### config.mk
export PLATFORM = sky130hd
export DESIGN_NAME = writeback_buffer_flat
export DESIGN_NICKNAME = d
export VERILOG_FILES = /design/src/rtl/writeback_buffer_if.sv /design/src/rtl/writeback_buffer.sv /design/src/flat_wrapper.sv
export SDC_FILE = /design/constraint.sdc
export NUM_CORES = 1
export LEC_CHECK = 0
export ABC_AREA = 1
export CORE_ASPECT_RATIO = 1.25
export CORE_MARGIN = 5
export CORE_UTILIZATION = 52
export CTS_BUF_LIST = sky130_fd_sc_hd__clkbuf_8
export CTS_CLUSTER_DIAMETER = 60
export DETAILED_ROUTE_END_ITERATION = 6
export PLACE_DENSITY = 0.83
export RECOVER_POWER = 25
export SLEW_MARGIN = 30
export SYNTH_ARGS = -nofsm -noshare
export SYNTH_HDL_FRONTEND = slang
export SYNTH_SLANG_ARGS = --single-unit
### constraint.sdc
create_clock -name clk -period 5.4 [get_ports clk]
set_input_delay 1.08 -clock clk [delete_from_list [all_inputs] [get_ports clk]]
set_output_delay 1.08 -clock clk [all_outputs]
set_load 0.01 [all_outputs]
### src/rtl/writeback_buffer_if.sv
// Register-file write-port bus: ALU and long-latency producers in,
// registered write port plus RAW-hazard lookups out.
interface writeback_buffer_if #(
  parameter int WIDTH = 64,
  parameter int DEPTH = 4
);
  localparam int CW = $clog2(DEPTH) + 1;

  logic             alu_valid;
  logic [4:0]       alu_addr;
  logic [WIDTH-1:0] alu_data;
  logic             lu_valid;
  logic             lu_ready;
  logic [4:0]       lu_addr;
  logic [WIDTH-1:0] lu_data;
  logic [4:0]       W_addr;
  logic [WIDTH-1:0] W_data;
  logic             wr_enable;
  logic [4:0]       A_addr;
  logic [4:0]       B_addr;
  logic             A_pending;
  logic             B_pending;
  logic [CW-1:0]    count;

  modport master (
    output alu_valid, alu_addr, alu_data, lu_valid, lu_addr, lu_data, A_addr, B_addr,
    input  lu_ready, W_addr, W_data, wr_enable, A_pending, B_pending, count
  );

  modport slave (
    input  alu_valid, alu_addr, alu_data, lu_valid, lu_addr, lu_data, A_addr, B_addr,
    output lu_ready, W_addr, W_data, wr_enable, A_pending, B_pending, count
  );
endinterface

### src/rtl/writeback_buffer.sv
// Single register-file write port shared by a priority ALU path and a
// FIFO of long-latency results that drains into idle write cycles.
module writeback_buffer #(
  parameter int WIDTH = 64,
  parameter int DEPTH = 4
) (
  input  logic             clk,
  input  logic             reset,
  writeback_buffer_if.slave bus
);
  localparam int PW = $clog2(DEPTH);
  localparam int CW = PW + 1;

  logic [4:0]       mem_addr [DEPTH];
  logic [WIDTH-1:0] mem_data [DEPTH];
  logic [PW-1:0]    wr_ptr, rd_ptr;
  logic [CW-1:0]    count_q;
  logic [4:0]       w_addr_q;
  logic [WIDTH-1:0] w_data_q;
  logic             wr_en_q;

  logic full, empty, push, pop, alu_take;
  logic [DEPTH-1:0] entry_vld;
  logic a_hit, b_hit;

  assign full     = (count_q == CW'(DEPTH));
  assign empty    = (count_q == '0);
  assign alu_take = bus.alu_valid && (bus.alu_addr != 5'd0);
  // Zero-register results complete the handshake but are never stored.
  assign push     = bus.lu_valid && !full && (bus.lu_addr != 5'd0);
  assign pop      = !alu_take && !empty;

  always_comb begin
    entry_vld = '0;
    a_hit     = wr_en_q && (w_addr_q == bus.A_addr);
    b_hit     = wr_en_q && (w_addr_q == bus.B_addr);
    for (int i = 0; i < DEPTH; i++) begin
      // Slot i is live when its distance from the head is below occupancy.
      entry_vld[i] = {1'b0, PW'(i) - rd_ptr} < count_q;
      if (entry_vld[i] && mem_addr[i] == bus.A_addr) a_hit = 1'b1;
      if (entry_vld[i] && mem_addr[i] == bus.B_addr) b_hit = 1'b1;
    end
  end

  always_ff @(posedge clk) begin
    if (reset) begin
      wr_ptr   <= '0;
      rd_ptr   <= '0;
      count_q  <= '0;
      wr_en_q  <= 1'b0;
      w_addr_q <= '0;
      w_data_q <= '0;
    end else begin
      if (push) wr_ptr <= wr_ptr + 1'b1;
      if (pop)  rd_ptr <= rd_ptr + 1'b1;
      count_q <= count_q + CW'(push) - CW'(pop);
      wr_en_q <= alu_take || pop;
      if (alu_take) begin
        w_addr_q <= bus.alu_addr;
        w_data_q <= bus.alu_data;
      end else if (pop) begin
        w_addr_q <= mem_addr[rd_ptr];
        w_data_q <= mem_data[rd_ptr];
      end
    end
  end

  always_ff @(posedge clk) begin
    if (push && !reset) begin
      mem_addr[wr_ptr] <= bus.lu_addr;
      mem_data[wr_ptr] <= bus.lu_data;
    end
  end

  assign bus.lu_ready  = !full;
  assign bus.W_addr    = w_addr_q;
  assign bus.W_data    = w_data_q;
  assign bus.wr_enable = wr_en_q;
  assign bus.count     = count_q;
  assign bus.A_pending = (bus.A_addr != 5'd0) && a_hit;
  assign bus.B_pending = (bus.B_addr != 5'd0) && b_hit;
endmodule

### src/flat_wrapper.sv
// flat-port wrapper written by rule: the top's interface ports become plain ports
module writeback_buffer_flat 
#(
  parameter int WIDTH = 64,
  parameter int DEPTH = 4
)
  (clk, reset, bus_alu_valid, bus_alu_addr, bus_alu_data, bus_lu_valid, bus_lu_addr, bus_lu_data, bus_A_addr, bus_B_addr, bus_lu_ready, bus_W_addr, bus_W_data, bus_wr_enable, bus_A_pending, bus_B_pending, bus_count);
  writeback_buffer_if #(.WIDTH(WIDTH), .DEPTH(DEPTH)) bus_i ();
  input  logic clk;
  input  logic reset;
  input wire logic [$bits(bus_i.alu_valid)-1:0] bus_alu_valid;
  input wire logic [$bits(bus_i.alu_addr)-1:0] bus_alu_addr;
  input wire logic [$bits(bus_i.alu_data)-1:0] bus_alu_data;
  input wire logic [$bits(bus_i.lu_valid)-1:0] bus_lu_valid;
  input wire logic [$bits(bus_i.lu_addr)-1:0] bus_lu_addr;
  input wire logic [$bits(bus_i.lu_data)-1:0] bus_lu_data;
  input wire logic [$bits(bus_i.A_addr)-1:0] bus_A_addr;
  input wire logic [$bits(bus_i.B_addr)-1:0] bus_B_addr;
  output wire logic [$bits(bus_i.lu_ready)-1:0] bus_lu_ready;
  output wire logic [$bits(bus_i.W_addr)-1:0] bus_W_addr;
  output wire logic [$bits(bus_i.W_data)-1:0] bus_W_data;
  output wire logic [$bits(bus_i.wr_enable)-1:0] bus_wr_enable;
  output wire logic [$bits(bus_i.A_pending)-1:0] bus_A_pending;
  output wire logic [$bits(bus_i.B_pending)-1:0] bus_B_pending;
  output wire logic [$bits(bus_i.count)-1:0] bus_count;
  assign bus_i.alu_valid = bus_alu_valid;
  assign bus_i.alu_addr = bus_alu_addr;
  assign bus_i.alu_data = bus_alu_data;
  assign bus_i.lu_valid = bus_lu_valid;
  assign bus_i.lu_addr = bus_lu_addr;
  assign bus_i.lu_data = bus_lu_data;
  assign bus_i.A_addr = bus_A_addr;
  assign bus_i.B_addr = bus_B_addr;
  assign bus_lu_ready = bus_i.lu_ready;
  assign bus_W_addr = bus_i.W_addr;
  assign bus_W_data = bus_i.W_data;
  assign bus_wr_enable = bus_i.wr_enable;
  assign bus_A_pending = bus_i.A_pending;
  assign bus_B_pending = bus_i.B_pending;
  assign bus_count = bus_i.count;
  writeback_buffer #(.WIDTH(WIDTH), .DEPTH(DEPTH)) u_core (.clk(clk), .reset(reset), .bus(bus_i));
endmodule
==> impl_summary.txt <==
----------------------------------------------------
[Yosys]
  Net count of the mapped netlist ... between 1500 and 2000
  Number of flops mapped to enable cells by yosys ... around 280
  Mean instance size in the synthesized netlist ... about 11 sq um
  Prevailing post-synth register cell ... sky130_fd_sc_hd__edfxtp_1
  Yosys reg bits ... 355
  Post-synth top area cell ... sky130_fd_sc_hd__edfxtp_1
  Fraction of synthesized cell area taken by the top area cell type ... 0.564
  Share of the yosys chip area belonging to registers ... 0.672
  Gate Count Post-Synth ... 1388
  Number of warnings printed during yosys synthesis ... 0
  Async set-or-reset flop fraction in the synthesized netlist ... 0
  Cells taking the most area after synthesis ... sky130_fd_sc_hd__edfxtp_1, sky130_fd_sc_hd__dfxtp_1, sky130_fd_sc_hd__o21ai_0
  Total standard cell area after synthesis ... 14700 sq um
  Number of distinct standard cells referenced by the synthesized netlist ... 31

[GRT]
  GRT Total Usage ... 0.234
  Met1 Resource Use GR ... 0.293
  Residual overflow from global routing ... 0
  Via count of the first global-routing pass ... roughly 11000
  Met3 track demand over resource ... 0.0566
  GRT met2 Usage ... 0.408
  Pin count of the biggest net entering global routing ... 94
  Layer with the highest usage ... met2
  Global-route wire length before repair ... 59100 microns
  Initial antenna violation count ... 6

[Timing]
  Worst slew margin relative to its limit ... 0.349
  Final period utilization ... 0.767
  Number of pins with negative max-slew slack in the final report ... 0
  Worst Tran Pin Value ... between 0.9 and 1 ns
  Fin Setup TNS ... 0 ns
  Worst-case setup margin in the final layout ... 1.26 ns
  Worst hold slack ... ~0.47 ns
  Worst clock skew on the final layout ... around 0.014 ns
  Fin. Hold Viols ... 0
  RSZ-0062 raised after global routing ... no
  Maximum clock frequency ... roughly 240 MHz
  Final count of negative-setup-slack endpoints ... 0
  Minimum clock period after layout ... about 4.1 ns

[Place]
  Count of placed standard cells including taps ... around 1900
  Setup WS pre-CTS ... about 1.3 ns
  Input/output buffers ... approximately 230
  Routability Congestion ... roughly 0.86
  Post-place instance area ... 17200 sq um
  DP HPWL ... ~24000 microns

[Finish]
  Layout Area Growth over Synthesis ... 25.8%
  Nets ... approximately 1800
  Final Cell Area ... 18500 sq um
  Filler Cells Inserted ... about 2100
  Post-layout instance count excluding filler cells ... 1999
  Layout cells sized above 1 ... 0.0747
  Most common cell after layout, fill and taps aside ... sky130_fd_sc_hd__edfxtp_1
  Most frequent cells in the layout ... sky130_fd_sc_hd__edfxtp_1, sky130_fd_sc_hd__nand2_1, sky130_fd_sc_hd__nor2_1

[Clocking]
  TritonCTS clock tree ... yes
  Number of levels the H-tree was split into ... 2
  Source-to-sink clock delay at the later pin of the worst-skew pair ... 0.59 ns
  Cts-stage hold buffer count ... 0
  Maximum clock insertion buffer count ... 3
  Number of clock buffers inserted by TritonCTS ... 54
  Clk slew on worst S/H paths ... around 0.06 ns
  Buffer type at the clock tree root ... sky130_fd_sc_hd__clkbuf_8
  Clock tree sinks ... between 300 and 400
  Number of buffers added for setup after CTS ... 0
  PostCTS Resize Cnt ... 0

[Detailed routing]
  Via density per instance ... between 5 and 6
  Wirelength, routed ... 37400 microns
  Detailed-router iteration count before antenna repair ... 6
  Average wire length per cell after detail routing ... around 19 microns
  Post-detailed-route count of antenna-violating nets ... 0
  Total via count after detailed routing ... 10900
  Detailed router's first-iteration violation count ... around 800
  Final routed DRC violation total ... 0

[Critical path]
  Critical R2R Launch ... u_core.bus.count[0]
  Cell with the largest stage delay on the worst path ... sky130_fd_sc_hd__clkdlybuf4s50_1
  First element of the critical path ... bus_B_addr[3]
  Data required time of the worst path ... 4.32 ns
  Critical-path maximum fanout ... 6
  Delay of the slowest cell on the worst path ... approximately 0.64 ns
  R2R Path End ... u_core.bus.W_data[56]
  Number of cells traversed by the worst register-to-register path ... 6
  Type of destination of the critical path ... output pin
  Setup slack of the most critical reg-to-reg path ... roughly 2.8 ns
  Critical path start-end classification ... in -> out
  Crit start category ... primary input
  Cell chain of the critical path ... clkdlybuf4s50_1 -> inv_1 -> nand2_1 -> nand2_1 -> nor3_1 -> nand3_1 -> nand3_1 -> nor2_1 -> nor2_1 -> clkdlybuf4s50_1
  Worst Path Arrival ... 3.06 ns
  Critical Path Sink ... bus_B_pending

[Pwr]
  Max rail drop VDD ... 0.248 mV
  Static Leak ... approximately 7.0 nW
  Power density over the cells ... about 430 nW/um^2

[Die]
  Starting utilization of the core area ... 0.530
  Top Ports ... 228
  Die extent in y ... 198 microns
  Placeable Area ... around 28000 sq um
  Overall die area ... 31700 sq um
  Site row count ... 68
  X dimension of the die ... approximately 160 microns

[Run status]
  Run status ... finished, final reports clean

[Flow run]
  Max-cap violations ... 0

[Hold path]
  Type of the most critical hold path ... reg -> reg

----------------------------------------------------
-- critical path, delay by kind of cell --
kind | cells | cell delay, ns
buf+inv | 3 | 1.35
simple gates | 7 | 0.62
-- final cells by class --
class | instances | area [sq um] | area share
flip-flops and latches | 355 | 9870 | 0.534
multi-input cells | 857 | 4110 | 0.223
repair buffers | 242 | 2400 | 0.130
clock buffers | 68 | 936 | 0.0507
well taps | 350 | 438 | 0.0237
clock inverters | 33 | 364 | 0.0197
inverters | 91 | 349 | 0.0189
diodes | 3 | 7.51 | 0.000406
-- cell families after synthesis --
group	Yosys count	share of synthesized area
and+or+nand+nor	522	0.143
DFF	355	0.672
AOI/OAI and AO/OA	297	0.109
buffers and inverters	176	0.0505
xor gates and xnor gates	28	0.0167
adders and majority gates	10	0.00903
-- metal layers --
| metal | routed length [microns] | vias to the layer above |
|---|---|---|
| li1 | - | 5207 |
| met1 | 15100 | 5278 |
| met2 | 19000 | 397 |
| met3 | 2640 | 52 |
| met4 | 592 | 6 |
| met5 | 47 | - |
-- per-stage QoR --
stage	util	power, mW
floorplan	-	4.66
global placement	0.619	5.40
detailed placement	0.619	5.46
CTS	0.666	8.02
global route	0.666	8.39
finish	0.666	7.97
-- registers in the layout (all words and copies together) (netlist names), named ones only --
| signal | count |
|---|---|
| u_core.mem_data | 256 |
| u_core.bus.W_data | 64 |
| u_core.rd_ptr | 2 |
| u_core.bus.W_addr | 5 |
| u_core.bus.wr_enable | 1 |
| u_core.mem_addr | 20 |
| u_core.wr_ptr | 2 |
| u_core.bus.count | 3 |
-- cells in the mapped netlist, drive strengths merged, types with 2 or more instances --
library cell / n
nor2: 197
a21oi: 29
o21ai: 198
o22ai: 48
nand3: 75
dfxtp: 79
nand4: 2
buf: 39
nor3: 8
inv: 90
clkbuf: 46
nand2: 238
xor2: 18
edfxtp: 276
ha: 9
xnor2: 10
o211ai: 21
-- how the worst min path moves through the flow --
stage	startpoint	endpoint	slack [ns]	cells past startpoint
after detailed placement	u_core.bus.W_data[20]	u_core.bus.W_data[20]	0.46	2
after CTS	u_core.bus.W_data[20]	u_core.bus.W_data[20]	0.47	2
after global placement	u_core.bus.W_data[48]	u_core.bus.W_data[48]	0.46	2
after floorplan	u_core.wr_ptr[1]	u_core.wr_ptr[1]	0.49	2
final	u_core.bus.W_data[56]	u_core.bus.W_data[56]	0.47	2
after global routing	u_core.bus.W_data[61]	u_core.bus.W_data[61]	0.50	2
-- power by group --
part	switching, mW	internal [mW]	leakage [nW]
Sequential	0.173	3.22	3.16
Clock	1.04	1.53	0.694
Combinational	1.23	0.768	3.14
(Power assumes the default switching activity.)
